===== src/rtl/fetch_pkg.sv =====
// Shared types and constants for the fetch/commit sequencer.
// Holds the FSM state encoding, datapath widths and the branch-resolution structs.
package fetch_pkg;

  localparam int PC_W   = 64;
  localparam int INST_W = 32;
  localparam int CNT_W  = 32;

  localparam logic [PC_W-1:0] DEF_RESET_PC = 64'h0;
  localparam logic [PC_W-1:0] DEF_PC_INC   = 64'd4;

  typedef enum logic [2:0] {
    IDLE  = 3'd0,
    REQ   = 3'd1,
    EXEC  = 3'd2,
    HALT  = 3'd3,
    FAULT = 3'd4
  } state_e;

  typedef struct packed {
    logic branch;
    logic uncond;
    logic zero;
  } br_ctl_t;

  typedef struct packed {
    logic            take;
    logic            misalign;
    logic [PC_W-1:0] target;
  } tgt_res_t;

  // Instruction addresses must be word aligned.
  function automatic logic is_misaligned(input logic [PC_W-1:0] a);
    return |a[1:0];
  endfunction

endpackage


===== src/rtl/pc_target_calc.sv =====
// Combinational next-PC resolution: branch decision, target address and alignment check.
// Pure function of the current PC and the branch controls; no state.
module pc_target_calc
  import fetch_pkg::*;
#(
  parameter logic [PC_W-1:0] PC_INC = DEF_PC_INC
) (
  input  logic [PC_W-1:0] pc,
  input  logic [PC_W-1:0] imm,
  input  br_ctl_t         ctl,
  output tgt_res_t        res
);

  logic            take;
  logic [PC_W-1:0] target;

  always_comb begin
    take   = ctl.uncond | (ctl.branch & ctl.zero);
    // Both sums wrap modulo 2^PC_W by construction.
    target = take ? (pc + imm) : (pc + PC_INC);
  end

  always_comb begin
    res          = '0;
    res.take     = take;
    res.target   = target;
    res.misalign = is_misaligned(target);
  end

endmodule


===== src/rtl/fetch_sequencer.sv =====
// Fetch/commit controller: owns the architectural PC, fetches one instruction per
// handshake, holds it for the core, and commits PC+4 or the branch target on done.
module fetch_sequencer
  import fetch_pkg::*;
#(
  parameter logic [PC_W-1:0] RESET_PC = DEF_RESET_PC,
  parameter logic [PC_W-1:0] PC_INC   = DEF_PC_INC
) (
  input  logic              CLK,
  input  logic              Reset_L,
  output logic              imem_req,
  output logic [PC_W-1:0]   imem_addr,
  input  logic              imem_ack,
  input  logic [INST_W-1:0] imem_data,
  output logic [INST_W-1:0] inst,
  output logic              inst_valid,
  input  logic              inst_done,
  input  logic              Branch,
  input  logic              Uncondbranch,
  input  logic              ALUZero,
  input  logic [PC_W-1:0]   SignExtImm64,
  input  logic              halt_req,
  output logic [PC_W-1:0]   CurrentPC,
  output logic [CNT_W-1:0]  retired,
  output logic              halted,
  output logic              fault
);

  state_e state_q, state_d;

  br_ctl_t  ctl;
  tgt_res_t res;

  logic              commit;
  logic              req_d;
  logic [INST_W-1:0] inst_d;
  logic              vld_d;
  logic [PC_W-1:0]   pc_d;
  logic [CNT_W-1:0]  ret_d;
  logic              halted_d;
  logic              fault_d;

  assign ctl.branch = Branch;
  assign ctl.uncond = Uncondbranch;
  assign ctl.zero   = ALUZero;

  pc_target_calc #(
    .PC_INC(PC_INC)
  ) u_tgt (
    .pc  (CurrentPC),
    .imm (SignExtImm64),
    .ctl (ctl),
    .res (res)
  );

  assign commit    = (state_q == EXEC) && inst_done;
  // imem_req is only ever high in REQ, where CurrentPC is stable.
  assign imem_addr = CurrentPC;

  always_ff @(posedge CLK) begin
    if (!Reset_L) state_q <= IDLE;
    else          state_q <= state_d;
  end

  always_comb begin
    state_d = state_q;
    case (state_q)
      IDLE:    state_d = REQ;
      REQ:     if (imem_ack) state_d = EXEC;
      EXEC: begin
        if (inst_done) begin
          if (res.misalign)  state_d = FAULT;
          else if (halt_req) state_d = HALT;
          else               state_d = REQ;
        end
      end
      HALT:    state_d = HALT;
      FAULT:   state_d = FAULT;
      default: state_d = IDLE;
    endcase
  end

  // Next values for every registered output; inputs never reach a port combinationally.
  always_comb begin
    req_d    = imem_req;
    inst_d   = inst;
    vld_d    = inst_valid;
    pc_d     = CurrentPC;
    ret_d    = retired;
    halted_d = halted;
    fault_d  = fault;
    case (state_q)
      IDLE: req_d = 1'b1;
      REQ: begin
        if (imem_ack) begin
          inst_d = imem_data;
          vld_d  = 1'b1;
          req_d  = 1'b0;
        end
      end
      EXEC: begin
        if (commit) begin
          vld_d = 1'b0;
          if (res.misalign) begin
            fault_d = 1'b1;
          end else begin
            pc_d  = res.target;
            ret_d = retired + CNT_W'(1);
            if (halt_req) halted_d = 1'b1;
            else          req_d    = 1'b1;
          end
        end
      end
      default: ;
    endcase
  end

  always_ff @(posedge CLK) begin
    if (!Reset_L) begin
      imem_req   <= 1'b0;
      inst       <= '0;
      inst_valid <= 1'b0;
      CurrentPC  <= RESET_PC;
      retired    <= '0;
      halted     <= 1'b0;
      fault      <= 1'b0;
    end else begin
      imem_req   <= req_d;
      inst       <= inst_d;
      inst_valid <= vld_d;
      CurrentPC  <= pc_d;
      retired    <= ret_d;
      halted     <= halted_d;
      fault      <= fault_d;
    end
  end

endmodule


===== config.mk =====
export PLATFORM = sky130hd
export DESIGN_NAME = fetch_sequencer
export DESIGN_NICKNAME = d
export VERILOG_FILES = /design/src/rtl/fetch_pkg.sv /design/src/rtl/pc_target_calc.sv /design/src/rtl/fetch_sequencer.sv
export SDC_FILE = /design/constraint.sdc
export NUM_CORES = 1
export LEC_CHECK = 0
export BUFFER_PORTS_ARGS = -buffer_cell sky130_fd_sc_hd__clkbuf_2
export CAP_MARGIN = 40
export CORE_MARGIN = 2
export CORE_UTILIZATION = 49
export DETAILED_ROUTE_END_ITERATION = 10
export GPL_ROUTABILITY_DRIVEN = 0
export HOLD_SLACK_MARGIN = 0.02
export PLACE_DENSITY = 0.85
export SETUP_SLACK_MARGIN = 0.1
export SLEW_MARGIN = 20
export SYNTH_ARGS = -nofsm -noshare
export SYNTH_HDL_FRONTEND = slang
export SYNTH_SLANG_ARGS = --single-unit

===== constraint.sdc =====
create_clock -name CLK -period 2.8 [get_ports CLK]
set_input_delay 0.14 -clock CLK [delete_from_list [all_inputs] [get_ports CLK]]
set_output_delay 0.14 -clock CLK [all_outputs]
set_load 0.005 [all_outputs]

**Yosys cells after proc, flatten, opt, wreduce, memory -nomap -nowiden**

Cells that the tools add are included.

- Bits of input ports: 104
- Register bits after elaboration: 135
- Output and inout port bits: 196
- Logic and storage cells: 49

- Multiplexer cells: 14
- Bitwise gates (word level): 3
- $add $sub $neg: 3
- Reduce and logical (&&, ||, !) cells: 12
- Equal/unequal tests: 9

Operators with widths:

| kind | number |
|---|---|
| $add A64 B3 Y64 const B | 1 |
| $add A64 B64 Y64 | 1 |
| $mux W64 | 1 |
| $add A32 B1 Y32 const B | 1 |
| $pmux W3 S5 | 1 |
| $ne A2 B2 Y1 const B | 5 |
| $mux W3 | 3 |
| $reduce_and A3 Y1 | 3 |
| $eq A3 B2 Y1 const B | 2 |
| $mux W1 | 6 |
| $reduce_and A5 Y1 | 1 |
| $reduce_and A2 Y1 | 2 |
| $reduce_and A4 Y1 | 1 |
| $eq A3 B1 Y1 const B | 1 |
| $eq A3 B3 Y1 const B | 1 |
| $logic_not A3 Y1 | 1 |
| $pmux W1 S3 | 1 |
| $reduce_bool A3 Y1 | 1 |
| $mux W2 | 1 |
| $pmux W1 S2 | 1 |
| $reduce_bool A2 Y1 | 1 |
| $reduce_or A2 Y1 | 1 |
| $and A1 B1 Y1 | 1 |
| $logic_and A1 B1 Y1 | 1 |
| other kinds (2) | 2 |

**Depth between registers and ports, before layout**

- Depth after elaboration: 7
- Gate-level depth with buffers: 12

**By module**

A second synthesis with hierarchy kept.

- Cells, all modules: 1584
- Area total of the unflattened synthesis: 11207.0 sq um

By module, submodules not included:

| module | instances | area each (sq um) | cells an instance |
|---|---|---|---|
| pc_target_calc | 1 | 5641.7 | 886 |
| fetch_sequencer | 1 | 5565.3 | 698 |

**Least setup slack after synthesis**

Ideal clock, no wire load.

- Path kind: register to register
- Start: register CurrentPC[0]
- End: register CurrentPC[42]
- Arrival time: 2.663 ns
- Slack: 0.023 ns
- Cell stages (with the launch flop): 12
- Buffers on the path: 0
- Path through: dfxtp_1 -> ha_1 -> fa_1 -> a211oi_1 -> o21ai_1 -> o21ai_2 -> a2111oi_4 -> o211ai_1 -> nand2_1 -> a211oi_1 -> xor2_1 -> a2111oi_0

- Word-level cells in the longest chain between the ends: 5

RTL lines:

| what | RTL line | text |
|---|---|---|
| start, declared | fetch_sequencer.sv:23 | `output logic [PC_W-1:0] CurrentPC,` |
| start signal, assigned | fetch_sequencer.sv:131 | `CurrentPC <= pc_d;` |
| $add A64 B3 Y64 or $add A64 B64 Y64 (tied branches) | pc_target_calc.sv:20 | `target = take ? (pc + imm) : (pc + PC_INC);` |
| $mux W64 (*) | pc_target_calc.sv:20 |  |
| $reduce_or A2 Y1 | fetch_pkg.sv:34 | `return \|a[1:0];` |
| $not A1 Y1 (no line) | - |  |
| $reduce_and A3 Y1 (no line) | - |  |

Every way passes the cells marked *; elsewhere a longest branch is shown, timed or not.
A chain may end at the register's enable or synchronous reset.

**Final worst setup path**

- Start: register CurrentPC[25]
- End: register CurrentPC[48]

- Word-level cells in the longest chain between the ends: 2

RTL lines:

| what | RTL line |
|---|---|
| $add A64 B3 Y64 or $add A64 B64 Y64 (tied branches) | pc_target_calc.sv:20 |
| $mux W64 (*) | pc_target_calc.sv:20 |

Marks and branches as above.

==> results list <==
- Status: finished with violations
- Violations in the final reports: setup timing
- Global routing finished with a remaining overflow of 0.
- The number of global-route vias before repair is 13,200.
* Switching share of power: 0.313
- Summing all multi-input logic gate instances after layout gives 8190 um2.
* Number of inserted filler cells in the final layout: 1,648
- Setup repair after global routing could not meet its margin everywhere.
- Post-route clock skew: 0.0106 ns
* Reg-to-reg startpoint: CurrentPC[25]
- For this design the total switching power over the nets is 0.00169 W.
- By area the synthesized netlist is led by dfxtp_1, a21oi_1, ha_1, nand2_1, o21ai_0.
- For this run, the leading register cell type out of synthesis is dfxtp_1.
* Post-Syn Area: 11,100 um2
- Data on the critical path arrives at its endpoint at 3.33 ns.
* Reg-to-reg critical path endpoint: CurrentPC[48]
* Pin slew with the least headroom to its limit: 0.692 ns
- # setup viols final: 16
* Detail-routed via count per cell: 6.52
- Antenna violation net count after detailed routing: 0
* Overall die area: 23,900 um2
* Total power density per cell area: 355 nW/um2
* Clock latency of the later-clocked register in the worst-skew pair: 0.44 ns
- After synthesis, the netlist uses 75 different library cells.
* Count of final max-slew check failures: 0
* Path type of the worst min-delay path: input port to flop
- Setup slack on the worst flop-to-flop path: -0.19 ns
* Worst vdd rail ir drop: 0.000468 V
- For this run, the number of Yosys warnings is 0.
- CP Capture Type: flop
* Gate count after technology mapping: 1,552
- Leakage power of the design: 6.75 nW
- At the end of the flow, the number of nets in the layout was 2,099.
- Leaving out fill and tap cells, the most frequent cell in the layout is clkbuf_2.
- Mean area per synthesized cell: 7.15 um2
- DIE HEIGHT: 155 um
* Width of the chip: 155 um
- Clock transition at the registers of the reported paths: 0.07 ns
- The synthesized design contains 0 enable-type register cells.
- H-tree depth reported by CTS: 4
- Entering global routing, the biggest net connects 42 pins.
* Cell internal pwr: 0.00371 W
- Of the cells placed in the final design, the portion with a size suffix greater than 1 is 0.337.
- Final Util: 0.679
* Area occupied by registers: 2720 um2
* Area share of the largest cell type after synthesis: 0.243
- The floorplan has 55 rows.
- Core outline area: 22,400 um2
- Element type at the critical path start: flop
* I/O pins: 300
- In this run the cell area measured after placement is 13,300 um2.
- The first global-routing pass estimated 67.8 mm of wire.
- Setup_tns: -1.40 ns
- Final hold violations: 0
* Buffer levels on the longest clock path: 2
- Setup slack on the critical path of the routed design comes to -0.190 ns.
- Total of flip-flops plus latches after synthesis: 135
* Startpoint of the worst hold path: imem_ack
* Critical Setup Path Class: flop to flop
- In this run the tightest slew margin relative to its limit is 0.534.
- Root cell of the clock tree: clkbuf_16
- After detailed routing, the average wire length per cell comes to 20.7 um.
* Number of buffers inserted by port buffering: 299
- Of all nets on the critical path, the largest fanout is 6.
- Synthesis produced a netlist with a net count of 1,722.
- TritonCTS built the clock tree.
- Measured in cells, the most critical reg-to-reg path has a length of 11.
- Tmin final: 2.99 ns
* Half-perimeter wire length after placement: 29.9 mm
* Area growth from synthesis to layout: 37.2%
* Reported max-cap violation count: 0
* Fraction of registers with async set/reset: 0
- At the worst endpoint, the required time is 3.14 ns.
- Hold Crit Endpoint: state_q[1]
* Clock buffers created by TritonCTS: 17
- Overall via count from detail_route: 14,500
* Part of the power in combinational logic: 0.169
- The initial utilization of the core area, before any placement, comes to 0.495.
- The share of total power dissipated in the clock network is 0.462.
- The final layout contains routed wiring with a total length of 46.1 mm.
- For this run, the detailed router's first-pass iteration total came to 10.
* Violation count after the first detailed-route iteration: 2,429
- The worst hold path was traced through 3 stages.
* Clock net sink count: 135
- Final cell area excluding filler cells: 15,200 um2
- Timing would allow up to 334 MHz.
- Number of antenna violations at the first check in global routing: 1
- Highest-count cells in the layout ignoring fill and taps: clkbuf_2, a21oi_1, nand2_1
- Of the available clock period, the critical path in the final layout requires 1.07.
* Worst setup slack before clock tree synthesis: -0.253 ns
- Total track usage: 0.347
- Portion of total power attributed to sequential cells: 0.368
* DR DRC count: 0
- Cell taking the most area after synthesis: dfxtp_1
- For this run, the register share of the synthesized area comes to 0.243.
[per-stage QoR]
stage | cells | hold slack (ns) | power (W)
detailed placement | 2135 | 0.371 | 0.00280
global placement | 2134 | 0.363 | 0.00277
global route | 2228 | 0.105 | 0.00553
floorplan | 1552 | 0.276 | 0.00248
finish | 2228 | 0.0625 | 0.00540
CTS | 2212 | 0.0395 | 0.00531
[what timing repair did]
item / in CTS / in global routing
buffers inserted: 12 / 14
hold buffers: 33 / 0
cloned: 0 / 1
pin swaps: 41 / 46
resized for setup: 59 / 92
setup endpoints to repair: 33 / 42
hold endpoints to repair: 34 / 0
[sequential cells by signal, indices dropped and copies added (netlist names)]
name and flops:
retired 32, CurrentPC 64, fault 1, state_q 3, imem_req 1, inst_valid 1, halted 1, inst 32
[critical path: stages, from the launching register on]
cell and delay [ns]:
dfxtp_1 0.32, ha_1 0.30, buf_4 0.17, a21o_1 0.20, o21bai_1 0.21, a211oi_1 0.36, o21ai_2 0.19, o211ai_1 0.29
a21oi_1 0.18, o21ai_0 0.26, a31oi_1 0.16, o31ai_1 0.25
[per-layer routing]
layer,routed length (um),share of wire,track usage
met1,16500,0.36,0.414
met3,5470,0.12,0.0843
met5,0,0,0
met4,3150,0.068,0.184
met2,20900,0.45,0.577
[final cells by class]
class                   instances  area share
well taps                     285      0.0234
flip-flops and latches        135       0.178
clock buffers                  17      0.0279
clock inverters                15      0.0132
inverters                      35     0.00862
multi-input cells            1235       0.537
repair buffers                505       0.211
diodes                          1    0.000164
[power by group through the flow]
| stage | Combinational (W) | Clock (W) | Sequential (W) |
|---|---|---|---|
| after floorplan | 0.000447 | 0 | 0.00204 |
| after detailed placement | 0.000765 | 0 | 0.00203 |
| after global routing | 0.000970 | 0.00256 | 0.00199 |
| after CTS | 0.000839 | 0.00248 | 0.00199 |
| final | 0.000915 | 0.00250 | 0.00199 |
| after global placement | 0.000745 | 0 | 0.00203 |
[cell families after synthesis]
kind of cell               Yosys count  share of synthesized area
and+or+nand+nor                    582                      0.259
AOI/OAI and AO/OA                  517                      0.282
buffers and inverters              182                     0.0842
DFF                                135                      0.243
adders and majority gates           66                     0.0751
xor gates and xnor gates            65                     0.0513
muxes                                5                    0.00451
[worst max path at each step]
stage,start,endpoint,slack (ns),cells after the start
after detailed placement,CurrentPC[0],CurrentPC[42],-0.25,11
after global placement,CurrentPC[0],CurrentPC[36],-0.06,11
after CTS,CurrentPC[0],CurrentPC[42],-0.05,12
after floorplan,CurrentPC[7],CurrentPC[58],0.11,10
after global routing,CurrentPC[25],CurrentPC[42],-0.26,11
final,CurrentPC[25],CurrentPC[48],-0.19,11
[synthesized netlist by cell type, types with 29 or more instances]
master	number
buf_4	64
ha_1	65
xor2_1	29
clkbuf_1	72
dfxtp_1	135
nor2_1	110
nor3_1	42
o21ai_0	132
nand2_1	192
xnor2_1	36
nand4_1	60
a21oi_1	212
inv_1	35
nand3_1	49
a21o_1	30
Note: power is estimated with default switching activity, not from simulation.
